--- src/rtl/razor_pkg.sv ---
// Shared types and defaults for the Razor error consumer and its razor_clk_only integration.
package razor_pkg;

    typedef enum logic [1:0] {
        IDLE    = 2'd0,
        RESTORE = 2'd1,
        STALL   = 2'd2,
        REPLAY  = 2'd3
    } razor_state_e;

    localparam logic VDD_UP   = 1'b1;
    localparam logic VDD_DOWN = 1'b0;

    localparam int unsigned DEF_WIDTH          = 32;
    localparam int unsigned DEF_RECOVER_CYCLES = 1;
    localparam int unsigned DEF_WINDOW         = 256;
    localparam int unsigned DEF_HI_THRESH      = 4;
    localparam int unsigned DEF_LO_THRESH      = 0;
    localparam int unsigned DEF_CNT_W          = 16;

    // Per-window error tally width; the tally saturates at its maximum.
    localparam int unsigned WIN_ERR_W = 8;

endpackage

--- src/rtl/razor_dvs_window.sv ---
// DVS sampling window: counts accepted errors per window and raises voltage
// up/down requests to the supply controller over a valid/ack handshake.
module razor_dvs_window
    import razor_pkg::*;
#(
    parameter int unsigned WINDOW    = DEF_WINDOW,
    parameter int unsigned HI_THRESH = DEF_HI_THRESH,
    parameter int unsigned LO_THRESH = DEF_LO_THRESH
) (
    input  logic clk,
    input  logic reset,
    input  logic accept,
    input  logic vdd_ack,
    output logic vdd_req_valid,
    output logic vdd_req_up
);

    localparam int unsigned WIN_W = $clog2(WINDOW);

    logic [WIN_W-1:0]     win_cnt;
    logic [WIN_ERR_W-1:0] win_err;
    logic [WIN_ERR_W:0]   total;
    logic                 win_end;
    logic                 dec_up;
    logic                 dec_down;
    logic                 load;

    assign win_end  = (win_cnt == WIN_W'(WINDOW - 1));
    // The accept arriving on the closing edge still belongs to this window.
    assign total    = {1'b0, win_err} + {{WIN_ERR_W{1'b0}}, accept};
    assign dec_up   = win_end && (32'(total) >= HI_THRESH);
    assign dec_down = win_end && (32'(total) <= LO_THRESH);
    assign load     = (dec_up || dec_down) && (!vdd_req_valid || vdd_ack);

    always_ff @(posedge clk or negedge reset) begin
        if (!reset) begin
            win_cnt <= '0;
            win_err <= '0;
        end else begin
            win_cnt <= win_cnt + WIN_W'(1);
            if (win_end) begin
                win_err <= '0;
            end else if (accept && (win_err != '1)) begin
                win_err <= win_err + WIN_ERR_W'(1);
            end
        end
    end

    // A decision that finds a request still pending (and not being acked) is dropped.
    always_ff @(posedge clk or negedge reset) begin
        if (!reset) begin
            vdd_req_valid <= 1'b0;
            vdd_req_up    <= 1'b0;
        end else if (load) begin
            vdd_req_valid <= 1'b1;
            vdd_req_up    <= dec_up ? VDD_UP : VDD_DOWN;
        end else if (vdd_ack) begin
            vdd_req_valid <= 1'b0;
        end
    end

endmodule

--- src/rtl/razor_error_ctrl.sv ---
// Razor error consumer: drives restore/stall/replay recovery from per-bit error
// flags, keeps error statistics and feeds the DVS request window.
//
//   state   | meaning
//   IDLE    | waiting for an accepted error
//   RESTORE | shadow latch value copied into main flops, pipeline stalled
//   STALL   | pipeline held for RECOVER_CYCLES cycles
//   REPLAY  | one-cycle re-issue of the stalled operation
module razor_error_ctrl
    import razor_pkg::*;
#(
    parameter int unsigned WIDTH          = DEF_WIDTH,
    parameter int unsigned RECOVER_CYCLES = DEF_RECOVER_CYCLES,
    parameter int unsigned WINDOW         = DEF_WINDOW,
    parameter int unsigned HI_THRESH      = DEF_HI_THRESH,
    parameter int unsigned LO_THRESH      = DEF_LO_THRESH,
    parameter int unsigned CNT_W          = DEF_CNT_W
) (
    input  logic             clk,
    input  logic             reset,
    input  logic [WIDTH-1:0] err_in,
    input  logic             valid_in,
    input  logic             clr_count,
    input  logic             vdd_ack,
    output logic             restore,
    output logic             stall,
    output logic             replay,
    output logic [CNT_W-1:0] err_count,
    output logic             err_sticky,
    output logic             vdd_req_valid,
    output logic             vdd_req_up
);

    localparam int unsigned RC_W = (RECOVER_CYCLES > 1) ? $clog2(RECOVER_CYCLES) : 1;

    razor_state_e    state;
    razor_state_e    state_nxt;
    logic [RC_W-1:0] rc_cnt;
    logic            accept;

    assign accept = valid_in && (|err_in) && (state == IDLE);

    always_ff @(posedge clk or negedge reset) begin
        if (!reset) begin
            state <= IDLE;
        end else begin
            state <= state_nxt;
        end
    end

    // Loaded while in RESTORE so it holds RECOVER_CYCLES-1 on the first STALL cycle.
    always_ff @(posedge clk or negedge reset) begin
        if (!reset) begin
            rc_cnt <= '0;
        end else if (state == RESTORE) begin
            rc_cnt <= RC_W'(RECOVER_CYCLES - 1);
        end else if ((state == STALL) && (rc_cnt != '0)) begin
            rc_cnt <= rc_cnt - RC_W'(1);
        end
    end

    always_comb begin
        state_nxt = state;
        restore   = 1'b0;
        stall     = 1'b0;
        replay    = 1'b0;
        case (state)
            IDLE: begin
                if (accept) state_nxt = RESTORE;
            end
            RESTORE: begin
                restore   = 1'b1;
                stall     = 1'b1;
                state_nxt = STALL;
            end
            STALL: begin
                stall = 1'b1;
                if (rc_cnt == '0) state_nxt = REPLAY;
            end
            REPLAY: begin
                replay    = 1'b1;
                state_nxt = IDLE;
            end
            default: state_nxt = IDLE;
        endcase
    end

    // Clear wins first, then a same-cycle accept still counts.
    always_ff @(posedge clk or negedge reset) begin
        if (!reset) begin
            err_count  <= '0;
            err_sticky <= 1'b0;
        end else if (clr_count) begin
            err_count  <= accept ? CNT_W'(1) : '0;
            err_sticky <= accept;
        end else if (accept) begin
            if (err_count != '1) err_count <= err_count + CNT_W'(1);
            err_sticky <= 1'b1;
        end
    end

    razor_dvs_window #(
        .WINDOW    (WINDOW),
        .HI_THRESH (HI_THRESH),
        .LO_THRESH (LO_THRESH)
    ) u_dvs_window (
        .clk           (clk),
        .reset         (reset),
        .accept        (accept),
        .vdd_ack       (vdd_ack),
        .vdd_req_valid (vdd_req_valid),
        .vdd_req_up    (vdd_req_up)
    );

endmodule

--- config.mk ---
export PLATFORM = sky130hd
export DESIGN_NAME = razor_error_ctrl
export DESIGN_NICKNAME = d
export VERILOG_FILES = /design/src/rtl/razor_pkg.sv /design/src/rtl/razor_dvs_window.sv /design/src/rtl/razor_error_ctrl.sv
export SDC_FILE = /design/constraint.sdc
export NUM_CORES = 1
export LEC_CHECK = 0
export BUFFER_PORTS_ARGS = -buffer_cell sky130_fd_sc_hd__buf_2
export CORE_ASPECT_RATIO = 1.75
export CORE_MARGIN = 2
export CORE_UTILIZATION = 47
export CTS_BUF_LIST = sky130_fd_sc_hd__clkbuf_16
export CTS_CLUSTER_DIAMETER = 150
export CTS_CLUSTER_SIZE = 12
export DETAILED_ROUTE_END_ITERATION = 10
export PLACE_DENSITY = 0.76
export SLEW_MARGIN = 20
export SYNTH_ARGS = -nofsm -noshare
export SYNTH_HDL_FRONTEND = slang
export SYNTH_SLANG_ARGS = --single-unit
--- constraint.sdc ---
create_clock -name clk -period 2.4 [get_ports clk]
set_input_delay 0.12 -clock clk [delete_from_list [all_inputs] [get_ports clk]]
set_output_delay 0.12 -clock clk [all_outputs]
set_load 0.02 [all_outputs]
# ---- After elaboration in Yosys (flattened, before gate mapping)
# Cells that the tools add are included.
dict set report totals {
  register_bits 38
  in_bits 37
}
dict set report op_classes {
  add_sub_neg 5
  n_lt_le_gt_ge 2
  eq_ne 8
  mux 19
  n_reduce_logical 20
}
# op count
set ops {}
lappend ops {{16-bit two-way mux} 3}
lappend ops {{32-bit OR reduction} 1}
lappend ops {{16-bit by 1-bit adder with 16-bit output, second input constant} 1}
lappend ops {{8-bit by 1-bit adder with 8-bit output, second input constant} 2}
lappend ops {{8-bit two-way mux} 2}
lappend ops {{16-bit inequality test, second input constant} 1}
lappend ops {{1-bit two-way mux} 11}
lappend ops {{2-bit nonzero test} 5}
lappend ops {{8-bit by 1-bit adder with 9-bit output} 1}
lappend ops {{9-bit by 3-bit >= comparator with 1-bit output, second input constant} 1}
lappend ops {{9-bit by 1-bit <= comparator with 1-bit output, second input constant} 1}
lappend ops {{8-bit equality test, second input constant} 1}
lappend ops {{8-bit inequality test, second input constant} 1}
lappend ops {{2-bit case mux with 4 select lines} 1}
lappend ops {{1-bit logical AND} 7}
lappend ops {{2-bit equality test, second input constant} 2}
lappend ops {{2-bit two-way mux} 2}
lappend ops {{2-bit inequality test, second input constant} 2}
lappend ops {{2-bit AND reduction} 2}
lappend ops {{2-bit by 1-bit equality test with 1-bit output, second input constant} 1}
lappend ops {{2-bit zero test} 1}
lappend ops {{1-bit logical OR} 2}
lappend ops {{2-bit OR reduction} 1}
lappend ops {{1-bit zero test} 1}
lappend ops {{1-bit subtractor, second input constant} 1}

# ---- Logic depth before layout (Yosys ltp)
dict set report depth {
  depth_word 9
  ltp_mapped 11
}

# ---- Hierarchy
# From an unflattened synthesis, not the netlist that was laid out.
dict set report unflattened {
  cells_unflattened 213
  hier_area_um2 2088.3
}
# mod n_inst cells_each area_each_um2 seq_area_each_um2
set by_module_without_submodules {}
lappend by_module_without_submodules {razor_error_ctrl 1 130 1211.2 500.5}
lappend by_module_without_submodules {razor_dvs_window 1 83 877.1 450.4}

# ---- Worst setup path before layout
# No wires, ideal clock.
dict set report synth_timing {
  path_kind {reg-to-reg}
  from {reg state[0]}
  to {reg u_dvs_window.vdd_req_valid}
  setup_ns 0.122
  t_arrival_ns 2.244
  required_ns 2.278
  slack_ns 0.034
  stages_incl_launch_ff 12
  period_less_slack_ns 2.366
  path_cell_list {dfrtp_1 inv_1 ha_1 o211ai_1 buf_2 inv_1 ha_1 ha_1 or2_2 a211oi_1 o21ai_0 o2bb2ai_1}
}
dict set report synth_between {
  elab_chain_len 8
  elab_cells_between_ends 11
  cone_classes {add/sub (1); order compare (2); mux (1); reduce/logical (7)}
}
# item line_no
set synth_rtl {}
lappend synth_rtl {{start: declaration} razor_error_ctrl.sv:36} ;# razor_state_e state;
lappend synth_rtl {{start signal: assignment} razor_error_ctrl.sv:47} ;# state <= state_nxt;
lappend synth_rtl {{2-bit zero test *} razor_error_ctrl.sv:41} ;# assign accept = valid_in && (|err_in) && (state == IDLE);
lappend synth_rtl {{1-bit logical AND *} razor_error_ctrl.sv:41}
lappend synth_rtl {{8-bit by 1-bit adder with 9-bit output *} razor_dvs_window.sv:30} ;# assign total = {1'b0, win_err} + {{WIN_ERR_W{1'b0}}, accept};
lappend synth_rtl {{9-bit by 3-bit >= comparator with 1-bit output / 9-bit by 1-bit <= comparator with 1-bit output (equally long branches)} {razor_dvs_window.sv:31, razor_dvs_window.sv:32}}
lappend synth_rtl {{1-bit logical AND (on tied branches)} {razor_dvs_window.sv:31, razor_dvs_window.sv:32}}
lappend synth_rtl {{1-bit logical OR *} razor_dvs_window.sv:33} ;# assign load = (dec_up || dec_down) && (!vdd_req_valid || vdd_ack);
lappend synth_rtl {{1-bit logical AND *} razor_dvs_window.sv:33}
lappend synth_rtl {{1-bit two-way mux / 2-bit nonzero test (equally long branches)} -}
lappend synth_rtl {{end signal: assignment} razor_dvs_window.sv:52} ;# vdd_req_valid <= 1'b0;
lappend synth_rtl {{end signal: assignment} razor_dvs_window.sv:55} ;# vdd_req_valid <= 1'b1;
lappend synth_rtl {{end signal: assignment} razor_dvs_window.sv:58} ;# vdd_req_valid <= 1'b0;
lappend synth_rtl {{end: declaration} razor_dvs_window.sv:14} ;# output logic vdd_req_valid,
# Mark *: on every way between the ends. The rest lies on a longest branch, timed or not.
# A chain may end at the register's enable or synchronous reset.

# ---- Worst setup path after layout
# Same ends and word-level chain as after synthesis.

==> summary.md <==
| Metric | Value |
|---|---|
| Die height | 93.2 µm |
| Clock slew seen by the registers of the worst setup and hold paths | 0.06 ns |
| Pwr Total | 2.25 mW |
| Critical Path Source | state[0] |
| Reg2Reg Depth | 10 |
| Final Critical Period | 2.20 ns |
| Yosys reg bits | 38 |
| CP top delay family | adder cells |
| Area of the multi-input gates | 1100 µm² |
| Core ar. | 4400 µm² |
| Int Power | 1.56 mW |
| FILL cells | 403 |
| Crit path arrival time | 2.37 ns |
| First-pass GRT wire length | 7.80 mm |
| Final core occ | 60.8% |
| Vias | 2008 |
| Largest net degree at the start of global routing | 42 |
| Synth unique cells | 40 |
| Seq/Total Area, Yosys | 44.5% |
| Clock group share of total power | 38.1% |
| Sequential share of power | 36.2% |
| Initial core utilization | 48.5% |
| Root buf cell | clkbuf_16 |
| Final period utilization | 91.7% |
| WP depth | 10 |
| Worst skew pair latency | 0.28 ns |
| Lkg Pwr | 1.23 nW |
| Global route overflow | 0 |
| Post-route ant nets | 0 |
| Crit path kind | flop to flop |
| Syn nets | 267 |
| Slew HR | 43.6% |
| GPL Wtd Cong | 0.820 |
| Total Routing Usage GR | 20.7% |
| MaxCap Viol Count | 0 |
| Dpl ws | 0.0571 ns |
| Diodes inserted | 0 |
| Ys async rst share | 100% |
| Hpwl dp | 3.58 mm |
| CTS sink count | 38 |
| Synth warnings | 0 |
| Final #Nets | 329 |
| Worst R2R Setup Slack | 0.20 ns |
| CTS tree | done |
| Worst path cell trace | inv_1, ha_1, o211ai_1, inv_1, ha_1, ha_1, or2_2, a211oi_2, o21ai_0, o2bb2ai_1 |
| Mean Syn Cell Area | 9.70 µm² |
| Maximum clock path buffer count | 2 |
| Startpoint Class | flop |
| CP Capture Point | u_dvs_window.vdd_req_valid |
| CP Capture Type | flop |
| Final Setup Violations | 0 |
| Starting DRT DRC Count | 51 |
| Comb pwr share | 25.7% |
| Via density per instance | 6.01 |
| Register area | 951 µm² |
| Clk_skew | 0.00615 ns |
| Placed instance area | 2450 µm² |
| Post-synth EDFFs | 0 |
| Hold Path Class | input port to flop |
| Most used DFF post-synth | dfrtp_1 |
| Crit Path Max Fanout | 3 |
| Num CTS Buffers | 5 |
| F_max | 0.454 GHz |
| Setup ws final | 0.199 ns |
| Crit-path slowest cell | dfrtp_1 |
| Cell Area, Synth | 2130 µm² |
| P&R area growth vs syn | 25.4% |
| Final instance area | 2680 µm² |
| Maximum resistive drop on vdd | 1.04 mV |
| WL/cell | 15.1 µm |
| CP Data Required Time | 2.57 ns |
| Final hold viol count | 0 |
| Crit path largest cell delay | 0.39 ns |
| R2r endpoint | u_dvs_window.vdd_req_valid |
| IO Pins | 59 |
| CTS H-Tree Depth | 2 |
| Fin. max-slew vios | 0 |
| Residual DRC count | 0 |
| Least-Margin Pin Slew | 0.845 ns |
| Post-Route WL | 5.04 mm |
| Most frequent CP cell | ha_1 |
| Die W | 54.9 µm |
| First-pass DRT Iterations | 4 |
| Switching power | 0.693 mW |
| R2r startpoint | state[0] |
| Share of cells above drive strength 1 | 29.3% |
| Port-buffer cells | 58 |
| TNS Setup | 0 ns |
| Die area | 5120 µm² |
| Pwr/cell area | 840 nW/µm² |
| Initial antenna violation count | 0 |
| Net Sw Frac | 30.8% |
| Synthesized netlist cell count | 220 |
| Status | completed |
| # rows | 32 |
| CP Buf/Inv Count | 2 |
| Number of global-route vias before repair | 1822 |
==> power by group through the flow <==
| stage | combinational (mW) | clock [mW] | sequential [mW] |
|---|---|---|---|
| floorplan | 0.372 | 0 | 0.819 |
| global placement | 0.527 | 0 | 0.823 |
| detailed placement | 0.541 | 0 | 0.824 |
| CTS | 0.545 | 0.871 | 0.815 |
| global route | 0.645 | 0.901 | 0.823 |
| finish | 0.579 | 0.857 | 0.813 |
==> timing repair <==
item | CTS | global route
gates resized for setup | 0 | 1
endpoints found under the setup margin | 0 | 1
hold endpoints to repair | 38 | 0
setup buffers | 0 | 2
hold buffers | 1 | 0
==> registers in the layout (all words and copies together) (netlist names) <==
name / flops
err_count: 16
err_sticky: 1
rc_cnt: 1
state: 2
u_dvs_window.vdd_req_up: 1
u_dvs_window.vdd_req_valid: 1
u_dvs_window.win_cnt: 8
u_dvs_window.win_err: 8
==> how the worst min path moves through the flow <==
stage	startpoint	endpoint	cells after the start
2_1_floorplan	reset	err_count[0]	0
3_3_place_gp	reset	err_count[4]	1
3_5_place_dp	reset	err_count[4]	1
4_1_cts	vdd_ack	u_dvs_window.vdd_req_valid	2
5_1_grt	vdd_ack	u_dvs_window.vdd_req_valid	2
6_report	vdd_ack	u_dvs_window.vdd_req_valid	2
==> cells in the final DEF (no fill, tap or decap), types with 2 or more instances in the layout <==
master	count
or2_2	2
dfrtp_1	38
nor2b_1	3
nor2_1	9
mux2_2	4
o21ai_0	12
nand2_1	12
and3_1	7
nor4_1	9
xnor2_1	4
o31ai_1	13
or4_1	15
nand3_1	15
buf_2	58
ha_1	10
o41ai_1	2
nand4_1	7
clkbuf_16	5
inv_1	8
buf_4	5
or3_1	3
bufinv_16	2
a21oi_1	20
xor2_1	3
==> routing by layer <==
layer  track usage (%)  part of all wire [%]
met1              20.9                    36
met3              4.95                   3.9
met4              7.72                   1.9
met5                 0                     0
met2              38.2                    58
==> per-stage QoR <==
stage          cells  hold WS [ns]
2_1_floorplan    220        -0.176
3_3_place_gp     323         0.281
3_5_place_dp     323         0.268
4_1_cts          332        0.0268
5_1_grt          334        0.0344
6_report         334        0.0294
==> layout make-up <==
cell class,count,area share (%)
timing repair buffer,64,12.6
sequential,38,35.5
multi-input combinational,165,41.1
inverter,8,1.12
clock inverter,3,2.57
clock buffer,5,4.67
tap,51,2.38
==> synthesized netlist by cell type (all sizes together) (4+ instances only) <==
master	n	area, µm²
ha	10	125
and3	7	43.8
mux2	4	45.0
nor2	10	45.0
buf	4	28.8
or4	17	133
dfrtp	38	951
o21ai	12	60.1
a21oi	20	100
xnor2	4	35.0
inv	8	30.0
nand2	12	45.0
o31ai	13	97.6
nand3	15	75.1
nor4	9	56.3
nand4	8	56.3
==> cell families after synthesis <==
family,count (synthesis),share of synthesized area (%)
compound gates,53,15.2
buf+inv,17,4.10
flops,38,44.5
mux,4,2.11
simple gates,91,25.3
fa+ha+maj,10,5.86
xor+xnor,7,2.87
Note: power is estimated with default switching activity, not from simulation.
